--- src/rtl/if_stage_prefetch_pkg.sv ---
// Shared defaults and types for the instruction-fetch stage.
package if_pkg;
  localparam int ADDRESS_LEN_DEF = 32;
  localparam int INSTR_LEN_DEF   = 32;

  localparam logic [INSTR_LEN_DEF-1:0] NOP_INSTR = '0;

  typedef struct packed {
    logic [ADDRESS_LEN_DEF-1:0] pc;
    logic [INSTR_LEN_DEF-1:0]   instr;
  } fetch_entry_t;
endpackage

--- src/rtl/if_stage_prefetch_if.sv ---
// Instruction memory port: request/grant issue, responses return in issue order.
interface if_stage_prefetch_if
  import if_pkg::*;
#(
  parameter int ADDRESS_LEN = ADDRESS_LEN_DEF,
  parameter int INSTR_LEN   = INSTR_LEN_DEF
);
  logic                   req;
  logic [ADDRESS_LEN-1:0] addr;
  logic                   gnt;
  logic                   rvalid;
  logic [INSTR_LEN-1:0]   rdata;

  modport master (output req, addr, input gnt, rvalid, rdata);
  modport slave  (input req, addr, output gnt, rvalid, rdata);
endinterface

--- src/rtl/if_stage_prefetch_fetch_fifo.sv ---
// Synchronous FIFO holding prefetched entries; flush wins over push and pop.
module fetch_fifo
  import if_pkg::*;
#(
  parameter int  DEPTH   = 4,
  parameter type entry_t = fetch_entry_t,
  localparam int CW      = $clog2(DEPTH + 1)
) (
  input  logic          clk,
  input  logic          rst,
  input  logic          push,
  input  entry_t        push_data,
  input  logic          pop,
  input  logic          flush,
  output entry_t        head,
  output logic [CW-1:0] count
);
  localparam int AW = $clog2(DEPTH);

  entry_t        mem [DEPTH];
  logic [AW-1:0] wr_ptr;
  logic [AW-1:0] rd_ptr;
  logic          full;
  logic          empty;
  logic          do_push;
  logic          do_pop;

  assign full    = (count == CW'(DEPTH));
  assign empty   = (count == '0);
  assign do_pop  = pop && !empty;
  // A push into a full queue is accepted only when the head leaves in the same cycle.
  assign do_push = push && (!full || do_pop);
  assign head    = mem[rd_ptr];

  always_ff @(posedge clk or negedge rst) begin
    if (!rst) begin
      wr_ptr <= '0;
      rd_ptr <= '0;
      count  <= '0;
    end else if (flush) begin
      wr_ptr <= '0;
      rd_ptr <= '0;
      count  <= '0;
    end else begin
      if (do_push) wr_ptr <= wr_ptr + 1'b1;
      if (do_pop)  rd_ptr <= rd_ptr + 1'b1;
      count <= count + CW'(do_push) - CW'(do_pop);
    end
  end

  always_ff @(posedge clk) begin
    if (do_push && !flush) mem[wr_ptr] <= push_data;
  end
endmodule

--- src/rtl/if_stage_prefetch.sv ---
// Instruction-fetch stage: credit-limited prefetch into an in-order queue,
// with branch redirect that flushes the queue and squashes in-flight responses.
module if_stage_prefetch
  import if_pkg::*;
#(
  parameter int                     ADDRESS_LEN = ADDRESS_LEN_DEF,
  parameter int                     INSTR_LEN   = INSTR_LEN_DEF,
  parameter int                     FIFO_DEPTH  = 4,
  parameter logic [ADDRESS_LEN-1:0] RESET_PC    = '0,
  parameter int                     PC_STEP     = 4
) (
  input  logic                   clk,
  input  logic                   rst,
  input  logic                   freeze,
  input  logic                   branch_taken,
  input  logic [ADDRESS_LEN-1:0] branch_address,
  if_stage_prefetch_if.master    imem,
  output logic                   valid_out,
  output logic [INSTR_LEN-1:0]   instruction_out,
  output logic [ADDRESS_LEN-1:0] pc_out
);
  localparam int                     CW   = $clog2(FIFO_DEPTH + 1);
  localparam int                     SW   = CW + 1;
  localparam logic [ADDRESS_LEN-1:0] STEP = ADDRESS_LEN'(PC_STEP);

  typedef struct packed {
    logic [ADDRESS_LEN-1:0] pc;
    logic [INSTR_LEN-1:0]   instr;
  } entry_t;

  logic [ADDRESS_LEN-1:0] fetch_pc;
  logic [ADDRESS_LEN-1:0] resp_pc;
  logic [CW-1:0]          inflight;
  logic [CW-1:0]          inflight_nxt;
  logic [CW-1:0]          discard;
  logic [CW-1:0]          count;
  logic                   credit_ok;
  logic                   issue;
  logic                   resp_keep;
  logic                   pop;
  entry_t                 head;
  entry_t                 push_data;

  // Queued plus outstanding entries never exceed the queue size, so it cannot overflow.
  assign credit_ok = ({1'b0, count} + {1'b0, inflight}) < SW'(FIFO_DEPTH);
  assign imem.req  = rst && credit_ok;
  assign imem.addr = fetch_pc;

  assign issue        = imem.req && imem.gnt;
  assign inflight_nxt = inflight + CW'(issue) - CW'(imem.rvalid);
  assign resp_keep    = imem.rvalid && (discard == '0) && !branch_taken;
  assign push_data    = '{pc: resp_pc, instr: imem.rdata};

  assign valid_out       = (count != '0);
  assign pop             = valid_out && !freeze;
  assign instruction_out = valid_out ? head.instr : INSTR_LEN'(NOP_INSTR);
  assign pc_out          = valid_out ? head.pc + STEP : '0;

  always_ff @(posedge clk or negedge rst) begin
    if (!rst) begin
      fetch_pc <= RESET_PC;
      resp_pc  <= RESET_PC;
      inflight <= '0;
      discard  <= '0;
    end else begin
      inflight <= inflight_nxt;
      if (branch_taken) begin
        // Everything still outstanding after this cycle belongs to the old path.
        fetch_pc <= branch_address;
        resp_pc  <= branch_address;
        discard  <= inflight_nxt;
      end else begin
        if (issue)            fetch_pc <= fetch_pc + STEP;
        if (resp_keep)        resp_pc  <= resp_pc + STEP;
        else if (imem.rvalid) discard  <= discard - 1'b1;
      end
    end
  end

  fetch_fifo #(
    .DEPTH   (FIFO_DEPTH),
    .entry_t (entry_t)
  ) u_fifo (
    .clk       (clk),
    .rst       (rst),
    .push      (resp_keep),
    .push_data (push_data),
    .pop       (pop),
    .flush     (branch_taken),
    .head      (head),
    .count     (count)
  );

  a_rvalid_needs_inflight: assert property (@(posedge clk) disable iff (!rst)
    !(imem.rvalid && inflight == '0))
    else $error("response received with no request outstanding");

  a_inflight_bounded: assert property (@(posedge clk) disable iff (!rst)
    inflight <= CW'(FIFO_DEPTH))
    else $error("outstanding request count above queue depth");
endmodule

--- src/flat_wrapper.sv ---
// flat-port wrapper written by rule: the top's interface ports become plain ports
module if_stage_prefetch_flat import if_pkg::*;
#(
  parameter int                     ADDRESS_LEN = ADDRESS_LEN_DEF,
  parameter int                     INSTR_LEN   = INSTR_LEN_DEF,
  parameter int                     FIFO_DEPTH  = 4,
  parameter logic [ADDRESS_LEN-1:0] RESET_PC    = '0,
  parameter int                     PC_STEP     = 4
)
  (clk, rst, freeze, branch_taken, branch_address, valid_out, instruction_out, pc_out, imem_req, imem_addr, imem_gnt, imem_rvalid, imem_rdata);
  if_stage_prefetch_if #(.ADDRESS_LEN(ADDRESS_LEN), .INSTR_LEN(INSTR_LEN)) imem_i ();
  input  logic clk;
  input  logic rst;
  input  logic freeze;
  input  logic branch_taken;
  input  logic [ADDRESS_LEN-1:0] branch_address;
  output logic valid_out;
  output logic [INSTR_LEN-1:0] instruction_out;
  output logic [ADDRESS_LEN-1:0] pc_out;
  output wire logic [$bits(imem_i.req)-1:0] imem_req;
  output wire logic [$bits(imem_i.addr)-1:0] imem_addr;
  input wire logic [$bits(imem_i.gnt)-1:0] imem_gnt;
  input wire logic [$bits(imem_i.rvalid)-1:0] imem_rvalid;
  input wire logic [$bits(imem_i.rdata)-1:0] imem_rdata;
  assign imem_req = imem_i.req;
  assign imem_addr = imem_i.addr;
  assign imem_i.gnt = imem_gnt;
  assign imem_i.rvalid = imem_rvalid;
  assign imem_i.rdata = imem_rdata;
  if_stage_prefetch #(.ADDRESS_LEN(ADDRESS_LEN), .INSTR_LEN(INSTR_LEN), .FIFO_DEPTH(FIFO_DEPTH), .RESET_PC(RESET_PC), .PC_STEP(PC_STEP)) u_core (.clk(clk), .rst(rst), .freeze(freeze), .branch_taken(branch_taken), .branch_address(branch_address), .imem(imem_i), .valid_out(valid_out), .instruction_out(instruction_out), .pc_out(pc_out));
endmodule
--- config.mk ---
export PLATFORM = sky130hd
export DESIGN_NAME = if_stage_prefetch_flat
export DESIGN_NICKNAME = d
export VERILOG_FILES = /design/src/rtl/if_stage_prefetch_pkg.sv /design/src/rtl/if_stage_prefetch_if.sv /design/src/rtl/if_stage_prefetch_fetch_fifo.sv /design/src/rtl/if_stage_prefetch.sv /design/src/flat_wrapper.sv
export SDC_FILE = /design/constraint.sdc
export NUM_CORES = 1
export LEC_CHECK = 0
export CAP_MARGIN = 5
export CORE_UTILIZATION = 25
export CTS_CLUSTER_DIAMETER = 200
export DETAILED_ROUTE_END_ITERATION = 12
export GPL_TIMING_DRIVEN = 0
export PLACE_DENSITY = 0.47
export SETUP_SLACK_MARGIN = 0.05
export SLEW_MARGIN = 20
export SYNTH_ARGS = -nofsm -noshare
export SYNTH_HDL_FRONTEND = slang
export SYNTH_HIERARCHICAL = 1
export SYNTH_SLANG_ARGS = --single-unit
--- constraint.sdc ---
create_clock -name clk -period 9.27 [get_ports clk]
set_input_delay 0.927 -clock clk [delete_from_list [all_inputs] [get_ports clk]]
set_output_delay 0.927 -clock clk [all_outputs]
set_load 0.01 [all_outputs]
==> impl_metrics.json <==
{
  "cp-start-kind": "flop",
  "synth_seq_area_share_pct": 64.5,
  "vias": 9782,
  "cts_resized": 0,
  "clock_skew_ps": 13.5,
  "core-area_um2": 58900,
  "critPathMaxFanout": 10,
  "rsz0062_at_grt": "false",
  "cts_sinks": 333,
  "cts-root-buf": "clkbuf_16",
  "antenna_found_initial": 1,
  "clk_path_buf_depth": 3,
  "cp_data_arrival_time_ps": 4310,
  "viasPerCell": 4.74,
  "synth.top_cell.area_share_pct": 51.6,
  "finalCriticalPeriod_ps": 5240,
  "drc_errors": 0,
  "ys_types": 58,
  "end_kind": "output port",
  "place_ws_ps": 4340,
  "hold_class": "in2async",
  "synthCells": 1015,
  "vdd_drop_max_v": 0.000139,
  "setup_violations": 0,
  "ant_nets": 0,
  "timing_worst_setup_path_type": "reg2out",
  "start_util_pct": 25.3,
  "synth_top_area_cell": "edfxtp_1",
  "gp_congestion": 0.820,
  "tightestPinTransition_ps": 760,
  "synth.area.top_cells": "edfxtp_1 (52%), dfrtp_1 (13%), mux4_2 (9.7%)",
  "synth_nets": 1101,
  "ys_warn_count": 6,
  "grt_pass1_wl_um": 62100,
  "fmax_mhz": 191,
  "synth-seq-cells": 333,
  "hold_viol": 0,
  "synth_area_per_cell_um2": 14.7,
  "finalCritPeriodShare_pct": 56.5,
  "die_x_um": 246,
  "cts_buffers": 39,
  "finalWirelength_um": 41300,
  "diodes": 0,
  "relSlewSlack_pct": 49.0,
  "hold_buffers": 0,
  "first_iter_violations": 629,
  "synth_edf_count": 256,
  "mostFrequentLayoutCell": "edfxtp_1",
  "grt_pass1_vias": 9857,
  "drive_gt1_share_pct": 15.1,
  "cts_tree": "yes",
  "grt.total_usage_pct": 13.6,
  "first_pass_iters": 5,
  "post_drt_wl_per_cell_um": 20.0,
  "cts.reportedPaths.clkPinSlew_ps": 60,
  "status": "complete, no violations",
  "port_buffers": 167,
  "synth_area_um2": 14900,
  "htree_levels": 2,
  "leakage_nw": 6.35,
  "postCtsSetupBuffers": 0,
  "power_mw": 3.76,
  "fp.dieH_um": 246,
  "grt_overflow": 0,
  "required_ps": 8340,
  "p_per_area_nw_per_um2": 196,
  "setup_ws_ps": 4030,
  "drv_slew": 0,
  "synthArstFlopShare_pct": 23.1,
  "drv_cap": 0,
  "ys.flop_type": "edfxtp_1",
  "die_area_um2": 60600,
  "grt_max_degree": 51,
  "place.detailed.hpwl_um": 30200,
  "nNetsFinal": 1349,
  "final_cell_mix": "edfxtp_1 (256), clkdlybuf4s50_1 (166), dfrtp_1 (77)",
  "insertion_delay_ps": 550,
  "io_pins": 168,
  "synthToLayoutAreaGrowth_pct": 28.7,
  "postLayoutCoreUtil_pct": 32.5,
  "n_fill_cell": 5783,
  "row_count": 89
}
## state kept, by name, indices dropped and copies added, names as in the netlist
name,cells
u_core/u_fifo/mem,256
u_core/imem.addr,32
u_core/resp_pc,32
u_core/discard,3
u_core/inflight,3
u_core/u_fifo/count,3
u_core/u_fifo/rd_ptr,2
u_core/u_fifo/wr_ptr,2
## layer usage
| layer | wire (um) | track usage (%) |
|---|---|---|
| met3 | 2230 | 2.52 |
| met4 | 732 | 3.78 |
| met5 | 13 | 0 |
| met1 | 19100 | 18.7 |
| met2 | 19200 | 21.9 |
## metrics by stage
stage / cells / hold WS (ps) / TNS [ps] / area (um2)
finish: 2063 / 313 / 0 / 19200
global route: 2063 / 326 / 0 / 19200
CTS: 2063 / 305 / 0 / 19200
detailed placement: 1995 / 526 / 0 / 17900
global placement: 1955 / 525 / -985930 / 17500
floorplan: 1015 / 476 / 0 / 14900
## layout make-up
| type | instances | area [um2] | area share (%) |
|---|---|---|---|
| plain buffers | 57 | 268 | 1.40 |
| inverters | 25 | 93.8 | 0.489 |
| repair buffers | 207 | 2040 | 10.6 |
| multi-input cells | 600 | 4960 | 25.8 |
| well taps | 773 | 967 | 5.04 |
| clock inverters | 18 | 156 | 0.816 |
| flip-flops and latches | 333 | 9610 | 50.1 |
| clock buffers | 50 | 1080 | 5.63 |
## final timing paths
check	from	endpoint	slack [ps]	depth (start not counted)
setup / recovery	u_core/u_fifo/rd_ptr[1]	pc_out[25]	4030	10
hold / removal	rst	u_core/imem.addr[29]	310	1
setup reg to reg	u_core/u_fifo/count[1]	u_core/u_fifo/mem[0][9]	5480	10
hold reg to reg	u_core/imem.addr[0]	u_core/imem.addr[0]	530	2
max in group asynchronous	rst	u_core/inflight[0]	8320	2
min in group clk	u_core/imem.addr[0]	u_core/imem.addr[0]	530	2
## where the power goes
group	total [mW]	leakage, nW	internal, mW	switching, mW
clock network	1.50	0.598	0.881	0.616
registers	1.77	3.21	1.69	0.0851
logic	0.497	2.54	0.241	0.256
## cell usage after synthesis, types with 22 or more instances
library cell and n:
edfxtp_1 256, nor3_1 28, dfrtp_1 77, inv_1 25
nand4_1 32, nor2_1 55, nand2_1 53, and4_1 27
and2_1 40, nand3_1 32, o21ai_0 23, nor4_1 22
mux4_2 64, clkbuf_1 41
## cells by family (layout without fill, tap and decap cells)
family | after synthesis | count (layout) | share of synthesized area, %
simple gates | 352 | 352 | 13.3
flops | 333 | 333 | 64.5
compound gates | 121 | 121 | 5.61
buf+inv | 82 | 357 | 2.43
mux | 81 | 81 | 10.9
xor+xnor | 30 | 30 | 1.76
fa+ha+maj | 16 | 16 | 1.44
## worst max-delay path, stage by stage (launching register included)
cell and delay, ps:
dfrtp_1 340, buf_2 320, buf_2 350, mux4_2 330, and4_1 200, clkbuf_1 330
nand4_1 380, clkbuf_1 310, or3_1 350, a21oi_1 270, clkdlybuf4s50_1 600
Note: power is estimated with default switching activity, not from simulation.
